$ cat config.mk
export PLATFORM = sky130hd
export DESIGN_NAME = pc_ir_unit
export DESIGN_NICKNAME = d
export VERILOG_FILES = /design/src/rtl/cpu_pkg.sv /design/src/rtl/pc_next.sv /design/src/rtl/pc_ir_unit.sv
export SDC_FILE = /design/constraint.sdc
export NUM_CORES = 1
export LEC_CHECK = 0
export CAP_MARGIN = 20
export CORE_AREA = 2 2 128 118
export DETAILED_ROUTE_END_ITERATION = 8
export DIE_AREA = 0 0 130 120
export PLACE_DENSITY_LB_ADDON = 0.25
export SETUP_SLACK_MARGIN = 0.1
export SLEW_MARGIN = 20
export SYNTH_ARGS = -nofsm -noshare
export SYNTH_HDL_FRONTEND = slang
export SYNTH_HIERARCHICAL = 1
export SYNTH_SLANG_ARGS = --single-unit
$ cat constraint.sdc
create_clock -name clock -period 7.4 [get_ports clock]
set_input_delay 1.48 -clock clock [delete_from_list [all_inputs] [get_ports clock]]
set_output_delay 1.48 -clock clock [all_outputs]
set_load 0.005 [all_outputs]
$ cat src/rtl/cpu_pkg.sv
// Shared CPU definitions: word width, PC-select encodings used by both the
// branch unit and the PC/IR unit, and the fetch state enum.
package cpu_pkg;

  localparam int WORD_W = 32;

  // PC-select field of the control word.
  typedef enum logic [1:0] {
    PC_HOLD  = 2'd0,
    PC_PLUS4 = 2'd1,
    PC_JUMP  = 2'd2,
    PC_IN    = 2'd3
  } pc_sel_e;

  // Instruction fetch sequencing.
  typedef enum logic [1:0] {
    ST_IDLE  = 2'd0,
    ST_FETCH = 2'd1,
    ST_DONE  = 2'd2
  } fetch_state_e;

endpackage

$ cat src/rtl/pc_next.sv
// Next-PC selection: hold, +4, word-relative jump, absolute load.
// Optional build macro PC_ALIGN_CHECK_EN: a misaligned absolute target is
// rejected (PC held, misalign flagged) instead of being truncated to a word.
module pc_next
  import cpu_pkg::*;
(
  input  logic [WORD_W-1:0] pc,
  input  logic [1:0]        pc_sel,
  input  logic [WORD_W-1:0] k,
  input  logic [WORD_W-1:0] pc_in,
  output logic [WORD_W-1:0] next_pc,
  output logic [WORD_W-1:0] pc_plus4,
  output logic              misalign
);

  assign pc_plus4 = pc + 32'd4;

  // Next-PC mux; all arithmetic wraps modulo 2^32.
  always_comb begin
    // NOTE: every output gets a default first so no path leaves it unassigned, which would infer a latch.
    next_pc  = pc;
    misalign = 1'b0;
    case (pc_sel_e'(pc_sel))
      PC_HOLD:  next_pc = pc;
      PC_PLUS4: next_pc = pc_plus4;
      PC_JUMP:  next_pc = pc + (k << 2);
      PC_IN: begin
`ifdef PC_ALIGN_CHECK_EN
        if (pc_in[1:0] != 2'b00) misalign = 1'b1;
        else                     next_pc  = pc_in;
`else
        next_pc = {pc_in[WORD_W-1:2], 2'b00};
`endif
      end
      default:  next_pc = pc;
    endcase
  end

`ifndef PC_ALIGN_CHECK_EN
  // Byte-offset bits of the target are discarded in this build.
  logic unused_pc_in_lsbs;
  assign unused_pc_in_lsbs = ^pc_in[1:0];
`endif

endmodule

$ cat src/rtl/pc_ir_unit.sv
// Program counter and instruction register. Holds the PC, updates it from the
// PC-select field while idle, fetches the word at PC over a req/ack handshake
// with a bounded wait, and presents the latched instruction on IR.
// Optional build macro PC_ALIGN_CHECK_EN enables align_err on misaligned IN.
module pc_ir_unit
  import cpu_pkg::*;
#(
  parameter logic [WORD_W-1:0] RESET_PC   = 32'h0000_0000,
  parameter int                WAIT_LIMIT = 15
) (
  input  logic              clock,
  input  logic              reset,
  input  logic [1:0]        pc_sel,
  input  logic [WORD_W-1:0] k,
  input  logic [WORD_W-1:0] pc_in,
  input  logic              ir_load,
  output logic [WORD_W-1:0] mem_addr,
  output logic              mem_req,
  input  logic [WORD_W-1:0] mem_data,
  input  logic              mem_ack,
  output logic [WORD_W-1:0] PC,
  output logic [WORD_W-1:0] pc_plus4,
  output logic [WORD_W-1:0] IR,
  output logic              ir_valid,
  output logic              busy,
  output logic              fetch_err,
  output logic              align_err
);

  // Counter value on the edge where the wait reaches WAIT_LIMIT.
  localparam logic [7:0] LAST_WAIT = 8'(WAIT_LIMIT - 1);

  fetch_state_e      state;
  logic [7:0]        wait_cnt;
  logic [WORD_W-1:0] next_pc;
  logic              misalign;

  pc_next u_pc_next (
    .pc       (PC),
    .pc_sel   (pc_sel),
    .k        (k),
    .pc_in    (pc_in),
    .next_pc  (next_pc),
    .pc_plus4 (pc_plus4),
    .misalign (misalign)
  );

  assign busy = (state != ST_IDLE);

  // Fetch FSM, wait counter, PC and IR registers; pulses default low each cycle.
  always_ff @(posedge clock) begin
    // NOTE: sequential state uses non-blocking assignments so every register samples pre-edge values.
    if (reset) begin
      state     <= ST_IDLE;
      wait_cnt  <= '0;
      PC        <= RESET_PC;
      IR        <= '0;
      mem_addr  <= '0;
      mem_req   <= 1'b0;
      ir_valid  <= 1'b0;
      fetch_err <= 1'b0;
      align_err <= 1'b0;
    end else begin
      ir_valid  <= 1'b0;
      fetch_err <= 1'b0;
      align_err <= 1'b0;
      case (state)
        ST_IDLE: begin
          PC        <= next_pc;
          align_err <= misalign;
          if (ir_load) begin
            mem_addr <= PC;  // fetch uses the PC from before this edge's update
            mem_req  <= 1'b1;
            wait_cnt <= '0;
            state    <= ST_FETCH;
          end
        end
        ST_FETCH: begin
          if (mem_ack) begin
            IR       <= mem_data;
            mem_req  <= 1'b0;
            ir_valid <= 1'b1;
            wait_cnt <= '0;
            state    <= ST_DONE;
          end else if (wait_cnt == LAST_WAIT) begin
            mem_req   <= 1'b0;
            fetch_err <= 1'b1;
            wait_cnt  <= '0;
            state     <= ST_IDLE;
          end else begin
            wait_cnt <= wait_cnt + 8'd1;
          end
        end
        ST_DONE: state <= ST_IDLE;
        default: state <= ST_IDLE;
      endcase
    end
  end

endmodule

==> results of run 1 <==
## registers in the layout, summed over array words and instances, names as in the netlist
signal     count
mem_req        1
align_err      1
PC            32
ir_valid       1
IR            32
state          2
fetch_err      1
wait_cnt       8
mem_addr      32
## critical path: cells and delay by family (launching register included)
| kind | cells | cell delay (ns) |
|---|---|---|
| AND/OR/NAND/NOR | 6 | 1.49 |
| adder cells (fa/ha/maj) | 1 | 0.28 |
| flip-flops | 1 | 0.55 |
| XOR/XNOR | 1 | 0.17 |
| buffers and inverters | 1 | 0.52 |
## worst paths after layout
path	slack, ns	to	start
hold reg to reg	0.45	mem_addr[22]	mem_addr[22]
setup reg to reg	4.09	PC[30]	PC[2]
setup / recovery	2.56	pc_plus4[28]	PC[3]
hold / removal	0.45	mem_addr[22]	mem_addr[22]
## per-stage QoR
| stage | cell area (sq um) | util [%] |
|---|---|---|
| final | 9560 | 66.6 |
| after global routing | 9560 | 66.6 |
| after CTS | 9560 | 66.6 |
| after detailed placement | 9280 | 64.7 |
| after global placement | 9280 | 64.7 |
| after floorplan | 6990 | - |
## final cells by class
cell class,instances,area share (%)
sequential,110,23.0
timing repair buffer,238,24.6
inverter,16,0.628
clock inverter,5,0.458
tap,198,2.59
clock buffer,10,2.50
multi-input combinational,757,46.2
## power by group
group | leakage, nW | internal (W) | switching (W)
Clock | 0.133 | 0.000240 | 0.000232
Sequential | 0.896 | 0.000623 | 0.0000583
Combinational | 2.69 | 0.000248 | 0.000233
Total | 3.72 | 0.00111 | 0.000523
## synth_stat cells, types with 2 or more instances
cell and instances:
o211ai_1 8, o21ai_2 3, buf_4 8, a21oi_1 132, a211oi_1 4, a21oi_2 3, xnor2_1 30, o22ai_1 3
xor2_1 50, o21bai_1 4, o21ai_1 5, and4_1 5, nor2_1 32, dfxtp_1 110, nand3_1 25, nor2b_1 2
o41ai_1 2, o31ai_1 4, mux2i_1 3, buf_1 4, nand2_1 259, nor2_2 2, buf_2 14, nand4_1 16
and2_1 7, a21o_1 20, a31oi_1 7, a32oi_1 2, nor3_1 7, clkbuf_1 27, buf_6 4, o211a_1 2
o21ai_0 30, and3_1 21, o21a_1 2, ha_1 32, nor3b_1 3, inv_1 14
## cell families after synthesis
logic type	count (synthesis)	synth area share, %
AOI/OAI and AO/OA	246	21.4
xor gates and xnor gates	80	10.0
adders and majority gates	33	6.01
buffers and inverters	75	5.30
DFF	110	31.5
muxes	4	0.752
other	1	0.0536
and+or+nand+nor	393	25.0
## metal layers
| metal | vias up | routed length, um |
|---|---|---|
| met1 | 3388 | 9560 |
| met4 | 0 | 510 |
| met5 | - | 0 |
| met3 | 40 | 1630 |
| met2 | 319 | 10400 |
| li1 | 3612 | - |
==> impl_metrics.csv, run 1 <==
group,metric,value,unit
logic_synthesis,yosys_warnings,6,
die,io_pins,235,
clocking,hold_buffers,0,
route,vias,7359,
timing,slew_headroom,39.4,%
finish,layout_commonest_cell,"nand2_1",
placement,dp_hpwl,15.4,mm
logic_synthesis,synth_top_cell_by_area,"dfxtp_1",
grt,grt_pass1_vias,6835,
route,routed_wl,22.1,mm
finish,fillerInstances,1295,
die,core_area,0.0143,sq mm
logic_synthesis,synth_nets,1077,
route,viasPerCell,5.52,
logic_synthesis,ys_ff_latch,110,
clocking,clockBufferDepth,2,
timing,tightest_slew,0.903,ns
route,firstDrtPassIters,5,
clocking,insertion_delay,0.36,ns
grt,antenna_found_initial,0,
die,placementRows,42,
finish,layout_common_cells,"nand2_1 (259), clkdlybuf4s50_1 (227), a21oi_1 (132), dfxtp_1 (110), xor2_1 (50)",
grt,grt_use_met1,36.4,%
timing,setup_ws,2.56,ns
clocking,clock_sinks,110,
power,powerDensity,171,mW/mm^2
worst_setup_path,cpPeakStageDelay,0.55,ns
logic_synthesis,yosysUniqueCellTypes,74,
die,die_h,120,um
timing,finClkSkew,0.00889,ns
finish,finalNonFillerCells,1334,
grt,met2_usage,45.1,%
worst_setup_path,slowest_stage,"dfxtp_1",
grt,grt_max_degree,57,
logic_synthesis,syn_avg_cell_area,7.42,sq um
logic_synthesis,synth_edf_count,0,
logic_synthesis,synth_flop_cell,"dfxtp_1",
timing,rsz0062_at_grt,"no",
power,finalPower,0.00163,W
clocking,cts_buffers,9,
logic_synthesis,synth_cells,942,
die,start_util,48.7,%
route,detail-route-antenna-nets,0,
clocking,clock-root-buffer,"clkbuf_16",
logic_synthesis,synthArstFlopShare,0,%
route,drc,0,
route,wire_per_inst,16.5,um
timing,final.period_utilization,65.5,%
placement,dpl.cell_count,1319,
placement,gp_congestion,0.914,
worst_setup_path,end_kind,"output port",
logic_synthesis,synth.area.top_cells,"dfxtp_1 (31%), nand2_1 (14%), a21oi_1 (9.4%)",
finish,multi_input_area,0.00442,sq mm
logic_synthesis,synth.top_cell.area_share,31.5,%
clocking,cts_resized,0,
worst_setup_path,cp-start-kind,"register",
min_path,min_path_cells,2,
min_path,hold_path_class,"register to register",
timing,finalMaxSlewViolations,0,
worst_setup_path,path_max_fanout,9,
clocking,path_clk_slew,0.07,ns
timing,whs,0.452,ns
finish,register_area,0.00220,sq mm
run,maxCapViolCount,0,
timing,finalCriticalPeriod,4.84,ns
worst_setup_path,crit_path_frequent_cell,"and3_1",
grt,met3_usage,5.88,%
grt,grt_pass1_wl,34.6,mm
logic_synthesis,seq_area_frac_synth,31.5,%
placement,pre_cts_slack,2.73,ns
clocking,post_cts_buffers,0,
finish,diodes,0,
clocking,htreeDepth,3,
finish,final_nets,1267,
worst_setup_path,r2r_cells,13,
grt,grt-ovfl-total,0,
power,vdd_drop_max,0.112,mV
worst_setup_path,crit_required,5.92,ns
placement,port_buffers,230,
run_status,status,"completed",
timing,fmax,206,MHz
logic_synthesis,netlist_area,0.00699,sq mm
grt,grt_usage,27.8,%
timing,setup_violations,0,
power,power_leakage,3.72,nW
worst_setup_path,crit_type,"register to output port",
finish,drive_gt1_share,4.49,%
worst_setup_path,crit_arrival,3.36,ns
clocking,cts_tree,"built",
route,initialDrtViolationCount,651,
timing,hold_viol,0,
finish,areaGrowthSynthToFinish,36.8,%
grt,top_usage_layer,"met2",
die,die_x,130,um
die,die-area,0.0156,sq mm
timing,fin_tns_setup,0,ns
worst_setup_path,worstPathCellList,"ha_1 -> and3_1 -> and3_1 -> nand4_1 -> nor2_2 -> nand3_2 -> nor2_1 -> xor2_1 -> clkdlybuf4s50_1",
(Power assumes the default switching activity.)
==> inputs of run 2 (changes only) <==
--- a/config.mk
+++ b/config.mk
@@ -6,9 +6,9 @@
 export NUM_CORES = 1
 export LEC_CHECK = 0
 export CAP_MARGIN = 20
-export CORE_AREA = 2 2 128 118
+export CORE_AREA = 2 2 132 121
 export DETAILED_ROUTE_END_ITERATION = 8
-export DIE_AREA = 0 0 130 120
+export DIE_AREA = 0 0 134 123
 export PLACE_DENSITY_LB_ADDON = 0.25
 export SETUP_SLACK_MARGIN = 0.1
 export SLEW_MARGIN = 20
==> constraint.sdc (replaced) <==
create_clock -name clock -period 4.6 [get_ports clock]
set_input_delay 0.92 -clock clock [delete_from_list [all_inputs] [get_ports clock]]
set_output_delay 0.92 -clock clock [all_outputs]
set_load 0.005 [all_outputs]
==> impl_metrics.csv, run 2 (synthesized netlist as in run 1, its figures left out) <==
group,metric,value,unit
run_status,status,"completed",
route,vias,7349,
timing,slew_headroom,50.5,%
die,io_pins,235,
power,clkPwrFrac,30.5,%
die,die_h,123,um
run,maxCapViolCount,0,
timing,setup_ws,0.351,ns
worst_setup_path,crit_type,"register to output port",
worst_setup_path,path_max_fanout,9,
power,sequentialPowerShare,40.1,%
grt,grt-ovfl-total,0,
grt,grt_max_degree,68,
worst_setup_path,cp-start-kind,"register",
finish,final_nets,1276,
clocking,insertion_delay,0.35,ns
finish,top_regs,"IR: 32 flops, PC: 32 flops, mem_addr: 32 flops",
worst_setup_path,worstPathCellList,"ha_1 -> and3_1 -> and3_1 -> nand4_1 -> nor2_1 -> and4_1 -> xor2_1 -> clkdlybuf4s50_1",
timing,finalMaxSlewViolations,0,
timing,fmax,235,MHz
route,initialDrtViolationCount,527,
timing,rsz0062_at_grt,"no",
timing,finClkSkew,0.00815,ns
placement,port_buffers,230,
placement,pre_cts_slack,0.559,ns
finish,areaGrowthSynthToFinish,38.3,%
power,p_sw_share,31.3,%
power,power_frac_comb,29.4,%
grt,antenna_found_initial,0,
power,power_leakage,3.78,nW
placement,dp_hpwl,15.8,mm
die,die_x,134,um
finish,diodes,0,
finish,layout_common_cells,"nand2_1 (259), clkdlybuf4s50_1 (228), a21oi_1 (132), dfxtp_1 (110), xor2_1 (50)",
worst_setup_path,cpPeakStageDelay,0.52,ns
route,detail-route-antenna-nets,0,
power,powerDensity,280,mW/mm^2
clocking,cts_buffers,9,
route,drc,0,
clocking,hold_buffers,0,
clocking,clock-root-buffer,"clkbuf_16",
worst_setup_path,crit_arrival,3.33,ns
route,wire_per_inst,16.4,um
clocking,post_cts_buffers,0,
placement,dpl.cell_count,1332,
grt,grt_usage,26.0,%
finish,finalNonFillerCells,1348,
worst_setup_path,reg2reg_setup_slack,1.39,ns
timing,setup_violations,0,
power,finalPower,0.00270,W
route,routed_wl,22.0,mm
worst_setup_path,end_kind,"output port",
min_path,hold_path_class,"register to register",
timing,tightest_slew,0.742,ns
placement,gp_congestion,0.926,
clocking,path_clk_slew,0.08,ns
finish,drive_gt1_share,5.32,%
timing,hold_viol,0,
die,placementRows,43,
clocking,cts_resized,0,
power,vdd_drop_max,0.243,mV
die,die-area,0.0165,sq mm
grt,grt_pass1_wl,34.4,mm
finish,utilization,64.0,%
power,p_sw,0.000846,W
route,firstDrtPassIters,5,
finish,fillerInstances,1351,
timing,fin_tns_setup,0,ns
clocking,cts_tree,"built",
die,core_area,0.0151,sq mm
die,start_util,46.2,%
clocking,clockBufferDepth,2,
grt,grt_pass1_vias,6709,
worst_setup_path,crit_required,3.68,ns
clocking,htreeDepth,3,
finish,layout_commonest_cell,"nand2_1",
timing,final.period_utilization,92.4,%
power,internal-power,0.00186,W
worst_setup_path,slowest_stage,"dfxtp_1",
worst_setup_path,crit_path_frequent_cell,"and3_1",
timing,finalCriticalPeriod,4.25,ns
route,viasPerCell,5.45,
clocking,clock_sinks,110,
run 2: worst max-delay path: cells and delay by family (launching register included):
family | cells | cell delay, ns
buf+inv | 1 | 0.52
xor+xnor | 1 | 0.17
simple gates | 5 | 1.48
flops | 1 | 0.52
fa+ha+maj | 1 | 0.28
run 2: final timing paths:
| check | cells after the start | to | start |
|---|---|---|---|
| setup / recovery | 8 | pc_plus4[26] | PC[3] |
| hold / removal | 2 | mem_addr[18] | mem_addr[18] |
| setup reg to reg | 14 | PC[24] | PC[2] |
| hold reg to reg | 2 | mem_addr[18] | mem_addr[18] |
run 2: layer usage:
layer / global-route usage (%) / up-vias / share of wire, %
li1: - / 3637 / -
met1: 34.3 / 3383 / 44
met4: 8.71 / 0 / 2.4
met3: 5.54 / 42 / 7.4
met2: 42.5 / 287 / 46
met5: 0 / - / 0
run 2: metrics by stage:
stage | instance area, sq um | hold WS (ns)
5_1_grt | 9670 | 0.467
3_3_place_gp | 9360 | 0.441
3_5_place_dp | 9360 | 0.445
6_report | 9670 | 0.454
2_1_floorplan | 6990 | 0.453
4_1_cts | 9670 | 0.456
run 2: layout make-up:
class                      instances  area (sq um)  area share [%]
timing repair buffer             247          2420            25.0
multi-input combinational        757          4420            45.7
tap                              202           253            2.61
clock buffer                      10           239            2.47
inverter                          16          60.1           0.621
clock inverter                     6          75.1           0.776
sequential                       110          2200            22.8
run 2: power groups by stage:
| stage | clock (W) | sequential [W] | combinational, W |
|---|---|---|---|
| floorplan | 0 | 0.00109 | 0.000446 |
| global placement | 0 | 0.00110 | 0.000778 |
| detailed placement | 0 | 0.00111 | 0.000784 |
| CTS | 0.000841 | 0.00108 | 0.000789 |
| global route | 0.000883 | 0.00109 | 0.000867 |
| finish | 0.000826 | 0.00108 | 0.000794 |
